===== src/rtl/alm_pkg.sv =====
// Shared types, constants and helpers for the approximate log multiply/divide datapath.
package alm_pkg;

    localparam int unsigned TRUNC_WIDTH_DEF = 6;
    localparam int unsigned FRAC_W          = 8;
    localparam int unsigned K_W             = 6;

    localparam logic signed [15:0] Q_MAX = 16'sd32767;
    localparam logic signed [15:0] Q_MIN = 16'sh8000;

    typedef struct packed {
        logic              sign_q;
        logic              a_zero;
        logic              b_zero;
        logic              a_neg;
        logic [3:0]        k_a;
        logic [2:0]        k_b;
        logic [FRAC_W-1:0] x_a;
        logic [FRAC_W-1:0] x_b;
    } s1_t;

    typedef struct packed {
        logic                  sign_q;
        logic                  a_zero;
        logic                  b_zero;
        logic                  a_neg;
        logic signed [K_W-1:0] k;
        logic [FRAC_W-1:0]     frac;
    } s2_t;

    typedef struct packed {
        logic [15:0] q;
        logic        div0;
        logic        sat;
    } s3_t;

    // Keep the t-1 bits under the leading one (at bit 15) and append a 1 as rounding LSB.
    function automatic logic [FRAC_W-1:0] trunc_frac(input logic [15:0] norm, input int unsigned t);
        logic [14:0] below;
        below = norm[14:0] >> (16 - t);
        return FRAC_W'({below, 1'b1});
    endfunction

endpackage


===== src/rtl/alm_lod.sv =====
// Leading-one detector: position of the most significant set bit (0 when vec is zero).
module alm_lod #(
    parameter int unsigned W = 16
) (
    input  logic [W-1:0]         vec,
    output logic [$clog2(W)-1:0] pos_c
);
    localparam int unsigned PW = $clog2(W);

    always_comb begin
        pos_c = '0;
        for (int i = 0; i < W; i++) begin
            if (vec[i]) pos_c = PW'(i);
        end
    end

endmodule


===== src/rtl/dr_ald_16by8_pipe.sv =====
// 3-stage signed Mitchell-style approximate divider, 16-bit dividend over 8-bit divisor,
// on a valid/ready stream with a single global advance enable.
module dr_ald_16by8_pipe
    import alm_pkg::*;
#(
    parameter int unsigned TRUNC_WIDTH = TRUNC_WIDTH_DEF
) (
    input  logic        i_clk,
    input  logic        i_rst,
    input  logic        i_valid,
    output logic        o_ready,
    input  logic [15:0] i_a,
    input  logic [7:0]  i_b,
    output logic        o_valid,
    input  logic        i_ready,
    output logic [15:0] o_q,
    output logic        o_div0,
    output logic        o_sat
);
    localparam int unsigned T         = TRUNC_WIDTH;
    localparam logic [8:0]  FRAC_MASK = 9'((1 << T) - 1);

    logic        en;
    logic        v1, v2, v3;
    s1_t         s1_d, s1_q;
    s2_t         s2_d, s2_q;
    s3_t         s3_d, s3_q;

    logic [15:0] mag_a, norm_a;
    logic [7:0]  mag_b, norm_b;
    logic [3:0]  k_a;
    logic [2:0]  k_b;
    logic [8:0]  diff;
    logic [31:0] m, mag;

    assign en      = !v3 || i_ready;
    assign o_ready = en;
    assign o_valid = v3;
    assign o_q     = s3_q.q;
    assign o_div0  = s3_q.div0;
    assign o_sat   = s3_q.sat;

    // S1: magnitudes, leading-one positions, normalized truncated mantissas
    assign mag_a  = i_a[15] ? 16'(~i_a + 16'd1) : i_a;
    assign mag_b  = i_b[7]  ? 8'(~i_b + 8'd1)   : i_b;
    assign norm_a = mag_a << (4'd15 - k_a);
    assign norm_b = mag_b << (3'd7 - k_b);

    alm_lod #(.W(16)) u_lod_a (.vec(mag_a), .pos_c(k_a));
    alm_lod #(.W(8))  u_lod_b (.vec(mag_b), .pos_c(k_b));

    always_comb begin
        s1_d        = '0;
        s1_d.sign_q = i_a[15] ^ i_b[7];
        s1_d.a_zero = (i_a == 16'd0);
        s1_d.b_zero = (i_b == 8'd0);
        s1_d.a_neg  = i_a[15];
        s1_d.k_a    = k_a;
        s1_d.k_b    = k_b;
        s1_d.x_a    = trunc_frac(norm_a, T);
        s1_d.x_b    = trunc_frac({norm_b, 8'h00}, T);
    end

    // S2: mantissa subtract; a borrow leaves frac already wrapped by 2^T
    assign diff = {1'b0, s1_q.x_a} - {1'b0, s1_q.x_b};

    always_comb begin
        s2_d        = '0;
        s2_d.sign_q = s1_q.sign_q;
        s2_d.a_zero = s1_q.a_zero;
        s2_d.b_zero = s1_q.b_zero;
        s2_d.a_neg  = s1_q.a_neg;
        s2_d.k      = K_W'(s1_q.k_a) - K_W'(s1_q.k_b) - K_W'(diff[T]);
        s2_d.frac   = FRAC_W'(diff & FRAC_MASK);
    end

    // S3: antilog as (1.frac << k) with T fraction bits dropped, then sign and saturate
    assign m = 32'(s2_q.frac) | (32'd1 << T);

    always_comb begin
        mag  = '0;
        s3_d = '0;
        if (s2_q.k >= 0) mag = (m << s2_q.k[3:0]) >> T;
        if (s2_q.b_zero) begin
            s3_d.div0 = 1'b1;
            if (!s2_q.a_zero) s3_d.q = s2_q.a_neg ? Q_MIN : Q_MAX;
        end else if (s2_q.a_zero) begin
            s3_d.q = 16'd0;
        end else if (!s2_q.sign_q && mag > 32'd32767) begin
            s3_d.q   = Q_MAX;
            s3_d.sat = 1'b1;
        end else if (s2_q.sign_q && mag > 32'd32768) begin
            s3_d.q   = Q_MIN;
            s3_d.sat = 1'b1;
        end else begin
            s3_d.q = s2_q.sign_q ? 16'(32'd0 - mag) : 16'(mag);
        end
    end

    always_ff @(posedge i_clk) begin
        if (i_rst) begin
            v1   <= 1'b0;
            v2   <= 1'b0;
            v3   <= 1'b0;
            s3_q <= '0;
        end else if (en) begin
            v1   <= i_valid;
            v2   <= v1;
            v3   <= v2;
            s1_q <= s1_d;
            s2_q <= s2_d;
            s3_q <= s3_d;
        end
    end

endmodule


===== config.mk =====
export PLATFORM = sky130hd
export DESIGN_NAME = dr_ald_16by8_pipe
export DESIGN_NICKNAME = d
export VERILOG_FILES = /design/src/rtl/alm_pkg.sv /design/src/rtl/alm_lod.sv /design/src/rtl/dr_ald_16by8_pipe.sv
export SDC_FILE = /design/constraint.sdc
export NUM_CORES = 1
export LEC_CHECK = 0
export CORE_MARGIN = 4
export CORE_UTILIZATION = 58
export DETAILED_ROUTE_END_ITERATION = 8
export PLACE_DENSITY = 0.91
export SYNTH_ARGS = -nofsm -noshare
export SYNTH_HDL_FRONTEND = slang
export SYNTH_SLANG_ARGS = --single-unit

===== constraint.sdc =====
create_clock -name i_clk -period 6.15 [get_ports i_clk]
set_input_delay 1.845 -clock i_clk [delete_from_list [all_inputs] [get_ports i_clk]]
set_output_delay 1.845 -clock i_clk [all_outputs]
set_load 0.02 [all_outputs]

==> results of run 1 <==
layout make-up:
cell class                 instances  area [µm²]  share of cell area
sequential                        56        1470               0.278
clock inverter                     2        12.5             0.00236
clock buffer                       6        93.8              0.0177
tap                              102         128              0.0241
timing repair buffer              53         515              0.0972
multi-input combinational        425        2900               0.547
inverter                          47         179              0.0338
placed cells by master (no fill, tap or decap), drive strengths merged, types with 6 or more instances in the layout:
master          n
nor2b           8
nand3          13
o21ai          28
nand4           6
nand2          37
nor2           52
buf             6
xor2           22
clkdlybuf4s50  47
o22ai           7
dfxtp          21
a211oi         36
nand2b          7
xnor2          17
clkbuf          6
and3            7
a221o           8
and2           11
a31oi           7
o31ai          10
inv            46
ha             14
nor3           18
mux2i          12
edfxtp         35
a21oi          33
flip-flops by register name, summed over array words and instances (netlist names):
name     flops
o_q         16
v2           1
o_valid      1
v1           1
o_div0       1
s1_q        21
s2_q         9
m            5
o_sat        1
stage by stage:
step / hold WS [ps] / setup slack (ps) / total power, mW / instances / area, µm²
2_1_floorplan: 400 / 1300 / 0.980 / 560 / 4720
3_3_place_gp: 403 / 614 / 1.11 / 683 / 5190
3_5_place_dp: 416 / 466 / 1.13 / 683 / 5190
4_1_cts: 440 / 772 / 1.35 / 691 / 5300
5_1_grt: 448 / 426 / 1.44 / 691 / 5300
6_report: 433 / 669 / 1.35 / 691 / 5300
power by group through the flow:
stage	Sequential (mW)	Clock, mW	Combinational (mW)
after floorplan	0.507	0	0.473
after global placement	0.519	0	0.587
after detailed placement	0.523	0	0.604
after CTS	0.514	0.224	0.609
after global routing	0.522	0.240	0.682
final	0.514	0.219	0.617
critical path, delay by kind of cell:
family	cells	cell delay [ps]
AND/OR/NAND/NOR	3	1590
AO/OA/AOI/OAI	5	1240
buffers and inverters	2	810
multiplexers	1	150
per-layer routing:
| layer | part of all wire | track usage | up-vias |
|---|---|---|---|
| met4 | 0.015 | 0.0536 | 0 |
| met5 | 0 | 0 | - |
| met3 | 0.057 | 0.0314 | 19 |
| li1 | - | - | 2110 |
| met1 | 0.41 | 0.268 | 1972 |
| met2 | 0.51 | 0.397 | 139 |
cells by family (layout without fill, tap and decap cells):
kind of cell               count (synthesis)  after routing  share of synthesized area
AOI/OAI and AO/OA                        168            168                      0.251
xor gates and xnor gates                  39             39                     0.0740
adders and majority gates                 16             16                     0.0456
buffers and inverters                     79            108                     0.0735
DFF                                       56             56                      0.312
muxes                                     17             17                     0.0422
and+or+nand+nor                          185            185                      0.202
path summary, 6_finish.rpt:
path | cells past startpoint | endpoint
hold / removal | 0 | s2_q[14]$_DFFE_PP_
setup / recovery | 11 | s1_q[10]$_DFFE_PP_
setup reg to reg | 12 | o_q[9]$_SDFFE_PP0N_
hold reg to reg | 0 | s2_q[14]$_DFFE_PP_
==> flow_summary.toml, run 1 <==
[detailed_routing]
dr.pass1.iters = 5
vias = 4240
drc_errors = 0
via_per_inst = 6.14
routed_wl_um = 10600
drt_iter0_drc = 199
ant_nets = 0
wl_per_cell_um = 15.3

[synthesis]
synth_enable_flop_cells = 35
synth_area_um2 = 4720
synth_seq_cells = 56
synth_cells = 560
syn_avg_cell_area_um2 = 8.42
synthTopCellsByArea = "edfxtp_1 (22%), dfxtp_1 (8.9%), a211oi_1 (5.6%), xor2_1 (4.1%), nor2_1 (4.1%)"
syn_nets = 604
synthFlopType = "edfxtp_1"
synth_top_area_share = 0.223
yosysMostFrequentCell = "nor2_1"
synthArstFlopShare = 0
synth-warning-count = 0
synth-seq-area-share = 0.312
synth_common_cells = "nor2_1 (51), inv_1 (44), nand2_1 (37), a211oi_1 (35), edfxtp_1 (35)"
yosysUniqueCellTypes = 80
yosysTopAreaCell = "edfxtp_1"

[sta]
fmax_mhz = 182
rsz0062_at_grt = "false"
finalHoldViolCount = 0
fin_tns_setup_ps = 0
period_needed_ps = 5480
period_share = 0.891
slew_headroom = 0.468
fin_skew_ps = 8.94
slew_violations = 0
worst_slew_pin_slew_ps = 794
setup_viol_count_final = 0

[outcome]
outcome = "complete, no violations"

[critical_path]
cpMaxStageDelayCell = "or4_4"
worstSetupPathType = "primary input to flip-flop"
cp_max_fo = 16
reg2reg_slack_ps = 2460
regToRegStartpoint = "s2_q[9]$_DFFE_PP_"
cp.required_ps = 6290
arrival_ps = 5620
cp_common_cell = "a211oi_1"
cpPeakStageDelay_ps = 650
end_kind = "flip-flop"
cp_cell_sequence = "clkdlybuf4s50_1, or4_4, or4b_4, mux2i_1, a221o_1, a21oi_1, and2_1, inv_2, a211oi_1, a211oi_1, o22ai_1"
startpoint = "i_a[7]"
critPathLaunchType = "primary input"

[grt]
grt_max_degree = 36
grt_pass1_wl_um = 18000
antenna_found_initial = 0
grt_use_total = 0.217
grt_pass1_vias = 4005
grt_overflow = 0

[power]
p_per_area_nw_per_um2 = 255
power.share.clock = 0.162
ir_worst_vdd_v = 0.000123
leakage_nw = 2.02
combPwrFrac = 0.457
pwr-share-seq = 0.381
sw_frac_of_total = 0.385
p_int_mw = 0.830
p_sw_mw = 0.520

[clock_tree]
hold_buffers = 0
cts_made_buffers = 5
clkSinkCount = 56
cts_resized = 0
clkLatencyLatePin_ps = 310
htree_levels = 2
path_clk_slew_ps = 90
cts_root_buf = "clkbuf_8"
cts_buffer_depth = 2
cts_tree = "built"
cts_post_setup_buffers_inserted = 0

[place]
hpwl_um = 8170
place_congestion = 0.948
portBuffers = 47

[layout]
finalNetCount = 632
antennaDiodeCount = 0
post-route-util = 0.679
fillers = 657
drive_gt1_frac = 0.0662
area.growth.synth_to_final_pct = 12.4

[floorplanning]
rows = 32
fp.dieH_um = 98.2
die-area_um2 = 9640
start_util = 0.604
core_um2 = 7810
io_pins = 48
die_w_um = 98.2

[min_path]
hp-start = "s1_q[23]$_DFFE_PP_"
hold_class = "flip-flop to flip-flop"

[flow_run]
drv_cap = 0
Note: power is estimated with default switching activity, not from simulation.
==> run 2, diff against run 1 <==
--- a/config.mk
+++ b/config.mk
@@ -5,7 +5,7 @@
 export SDC_FILE = /design/constraint.sdc
 export NUM_CORES = 1
 export LEC_CHECK = 0
-export CORE_MARGIN = 4
+export CORE_MARGIN = 3
 export CORE_UTILIZATION = 58
 export DETAILED_ROUTE_END_ITERATION = 8
 export PLACE_DENSITY = 0.91
==> flow_summary.toml, run 2 (synthesized netlist as in run 1, its figures left out) <==
[outcome]
outcome = "complete, no violations"

[clock_tree]
cts_root_buf = "clkbuf_8"
cts_tree = "built"
cts_resized = 0
htree_levels = 2
path_clk_slew_ps = 100
cts_buffer_depth = 2
clkLatencyLatePin_ps = 310
clkSinkCount = 56
hold_buffers = 0
cts_post_setup_buffers_inserted = 0
cts_made_buffers = 5

[sta]
rsz0062_at_grt = "false"
slew_headroom = 0.466
finalHoldViolCount = 0
setup_viol_count_final = 0
period_share = 0.882
period_needed_ps = 5420
fin_tns_setup_ps = 0
worst_slew_pin_slew_ps = 797
slew_violations = 0
fin_skew_ps = 5.39
fmax_mhz = 184

[critical_path]
worstSetupPathType = "primary input to flip-flop"
cpPeakStageDelay_ps = 650
ff2ff_path_depth = 12
critPathLaunchType = "primary input"
cp_max_fo = 16
end_kind = "flip-flop"
cp.required_ps = 6310
arrival_ps = 5590
cp_cell_sequence = "clkdlybuf4s50_1, or4_4, or4b_4, mux2i_1, a221o_1, a21oi_1, and2_1, inv_2, a211oi_1, o31ai_1, o211ai_1"
cpMaxStageDelayCell = "or4_4"

[grt]
grt_pass1_vias = 3890
antenna_found_initial = 0
grt_overflow = 0
grt_pass1_wl_um = 17400
grt_use_total = 0.229
grt_max_degree = 36

[floorplanning]
die_w_um = 96.2
fp.dieH_um = 96.2
die-area_um2 = 9250
core_um2 = 7810
rows = 32
io_pins = 48
start_util = 0.604

[detailed_routing]
dr.pass1.iters = 5
drc_errors = 0
via_per_inst = 6.14
routed_wl_um = 10400
drt_iter0_drc = 165
vias = 4237
ant_nets = 0
wl_per_cell_um = 15.1

[power]
ir_worst_vdd_v = 0.000116
power.share.clock = 0.155
leakage_nw = 2.01
p_int_mw = 0.816
combPwrFrac = 0.459
p_sw_mw = 0.519
sw_frac_of_total = 0.389
power.total_mw = 1.33
pwr-share-seq = 0.386
p_per_area_nw_per_um2 = 253

[place]
place_congestion = 0.964
portBuffers = 47
hpwl_um = 8210

[layout]
area.growth.synth_to_final_pct = 12.0
ff_latch_area_um2 = 1470
drive_gt1_frac = 0.0629
finalNetCount = 631
regMostFlops = "s1_q"
largest_reg_flops = 21
multi_input_area_um2 = 2900
layout_commonest_cell = "nor2_1"
final_cell_mix = "nor2_1 (50), clkdlybuf4s50_1 (47), inv_1 (44)"
fillers = 666
antennaDiodeCount = 0

[flow_run]
drv_cap = 0

[min_path]
hold_class = "flip-flop to flip-flop"
min_path_cells = 0
-- run 2: worst paths after layout --
kind                      startpoint                   end  slack, ps
setup / recovery              i_a[7]    s1_q[13]$_DFFE_PP_        730
hold / removal    s1_q[23]$_DFFE_PP_    s2_q[14]$_DFFE_PP_        440
setup reg to reg   s2_q[9]$_DFFE_PP_  o_q[12]$_SDFFE_PP0N_       2400
hold reg to reg   s1_q[23]$_DFFE_PP_    s2_q[14]$_DFFE_PP_        440
-- run 2: metal layers --
layer | vias up | global-route usage | part of all wire
met4 | 0 | 0.0664 | 0.020
met3 | 25 | 0.0328 | 0.050
met5 | - | 0 | 0
met1 | 1975 | 0.286 | 0.42
met2 | 130 | 0.409 | 0.51
li1 | 2107 | - | -
-- run 2: critical path, delay by kind of cell --
kind / cells / cell delay [ps]
AO/OA/AOI/OAI: 5 / 1210
buffers and inverters: 2 / 800
multiplexers: 1 / 150
AND/OR/NAND/NOR: 3 / 1580
-- run 2: through the flow --
stage               setup WS, ps  area, µm²  instances  utilization  hold WS (ps)
global route                 451       5280        690        0.676           448
detailed placement           463       5190        682        0.664           412
global placement             611       5190        682        0.664           403
finish                       726       5280        690        0.676           436
floorplan                   1300       4720        560            -           400
CTS                          779       5280        690        0.676           435
-- run 2: power by group through the flow --
stage / clock network, mW / logic, mW / registers, mW
after floorplan: 0 / 0.473 / 0.507
after global placement: 0 / 0.584 / 0.519
after detailed placement: 0 / 0.601 / 0.524
after CTS: 0.212 / 0.607 / 0.515
after global routing: 0.228 / 0.678 / 0.524
final: 0.207 / 0.612 / 0.515
-- run 2: area by class of cell --
type                            count  share of cell area
Clock buffer                        7              0.0163
Multi-Input combinational cell    425               0.549
Clock inverter                      1             0.00142
Timing Repair Buffer               52              0.0962
Tap cell                          102              0.0242
Sequential cell                    56               0.279
Inverter                           47              0.0339
==> run 3, diff against run 2 <==
--- a/config.mk
+++ b/config.mk
@@ -8,7 +8,7 @@
 export CORE_MARGIN = 3
 export CORE_UTILIZATION = 58
 export DETAILED_ROUTE_END_ITERATION = 8
-export PLACE_DENSITY = 0.91
+export PLACE_DENSITY = 0.81
 export SYNTH_ARGS = -nofsm -noshare
 export SYNTH_HDL_FRONTEND = slang
 export SYNTH_SLANG_ARGS = --single-unit
==> flow_summary.toml, run 3 (synthesized netlist as in run 1, its figures left out) <==
[layout]
drive_gt1_frac = 0.0678
layout_commonest_cell = "nor2_1"
final_cell_mix = "nor2_1 (50), clkdlybuf4s50_1 (47), inv_1 (44)"
area.growth.synth_to_final_pct = 12.3
regMostFlops = "s1_q"
fin_area_um2 = 5300
antennaDiodeCount = 0
finalNonFillerCells = 692
largest_reg_flops = 21
finalNetCount = 633

[place]
portBuffers = 47
hpwl_um = 8220
place_congestion = 0.925
placed_cells = 684
dpl-instance-area_um2 = 5200

[flow_run]
drv_cap = 0

[critical_path]
critPathLaunchType = "primary input"
arrival_ps = 5600
cp_max_fo = 16
worstSetupPathType = "primary input to flip-flop"
end_kind = "flip-flop"
cp.required_ps = 6320
ff2ff_path_depth = 12

[clock_tree]
cts_buffer_depth = 2
clkLatencyLatePin_ps = 320
path_clk_slew_ps = 110
cts_resized = 0
cts_tree = "built"
htree_levels = 2
cts_root_buf = "clkbuf_8"
hold_buffers = 0
cts_made_buffers = 5
cts_post_setup_buffers_inserted = 0
clkSinkCount = 56

[floorplanning]
core_um2 = 7810
rows = 32
fp.dieH_um = 96.2
die-area_um2 = 9250
start_util = 0.604
io_pins = 48
die_w_um = 96.2

[detailed_routing]
wl_per_cell_um = 15.5
drc_errors = 0
ant_nets = 0
drt_iter0_drc = 233
via_per_inst = 6.17
routed_wl_um = 10700
dr.pass1.iters = 5
vias = 4272

[power]
p_sw_mw = 0.540
sw_frac_of_total = 0.400
pwr-share-seq = 0.383
power.share.clock = 0.162
p_per_area_nw_per_um2 = 255
combPwrFrac = 0.455
leakage_nw = 2.02
ir_worst_vdd_v = 0.000114
p_int_mw = 0.811

[sta]
worst_slew_pin_slew_ps = 820
period_needed_ps = 5440
period_share = 0.884
fmax_mhz = 184
slew_violations = 0
whs_ps = 433
setup_viol_count_final = 0
slew_headroom = 0.451
finalHoldViolCount = 0
fin_skew_ps = 11.8
fin_tns_setup_ps = 0
rsz0062_at_grt = "false"

[grt]
grt_pass1_vias = 3801
antenna_found_initial = 0
grt_pass1_wl_um = 17700
grt_overflow = 0
grt_use_total = 0.237
grt_max_degree = 36

[outcome]
outcome = "complete, no violations"

[min_path]
hold_class = "flip-flop to flip-flop"
min_path_cells = 0
==> run 3: changes by cell type in the layout (fill, tap and decap cells not counted), sizes merged <==
cell	previous run	this run
buf	5	7
clkbuf	7	5
clkinv	1	2
inv	46	47
==> run 3: metal layers <==
metal / track usage / vias to the layer above / part of all wire
met5: 0 / - / 0
met4: 0.0770 / 0 / 0.015
met3: 0.0242 / 13 / 0.045
met2: 0.422 / 118 / 0.51
met1: 0.298 / 2023 / 0.43
li1: - / 2118 / -
==> run 3: final timing paths <==
path                       from                    to  slack [ps]
min reg2reg  s1_q[25]$_DFFE_PP_    s2_q[16]$_DFFE_PP_         430
max                      i_a[7]     s1_q[9]$_DFFE_PP_         710
min          s1_q[25]$_DFFE_PP_    s2_q[16]$_DFFE_PP_         430
max reg2reg   s2_q[9]$_DFFE_PP_  o_q[12]$_SDFFE_PP0N_        2320
==> run 3: cell type report <==
class                           count  area, µm²
Clock buffer                        5       68.8
Clock inverter                      3       27.5
Fill cell                         679       2510
Inverter                           47        179
Multi-Input combinational cell    425       2900
Sequential cell                    56       1470
Tap cell                          102        128
Timing Repair Buffer               54        523
==> run 3: through the flow <==
step                power [mW]  worst slack, ps  utilization
finish                    1.35              714        0.679
global route              1.45              492        0.679
CTS                       1.35              805        0.679
detailed placement        1.13              477        0.666
global placement          1.11              568        0.666
floorplan                0.980             1300            -
==> run 3: power by group through the flow <==
| stage | logic, mW | registers (mW) | clock network, mW |
|---|---|---|---|
| after floorplan | 0.473 | 0.507 | 0 |
| after global placement | 0.589 | 0.521 | 0 |
| after detailed placement | 0.606 | 0.525 | 0 |
| after CTS | 0.610 | 0.516 | 0.225 |
| after global routing | 0.685 | 0.525 | 0.242 |
| final | 0.615 | 0.517 | 0.219 |
==> run 3: worst max-delay path: stages <==
cell and delay, ps:
clkdlybuf4s50_1 600, or4_4 640, or4b_4 570, mux2i_1 150, a221o_1 360, a21oi_1 250, and2_1 350, inv_2 190
a211oi_1 350, o21ai_0 170, o221ai_1 110
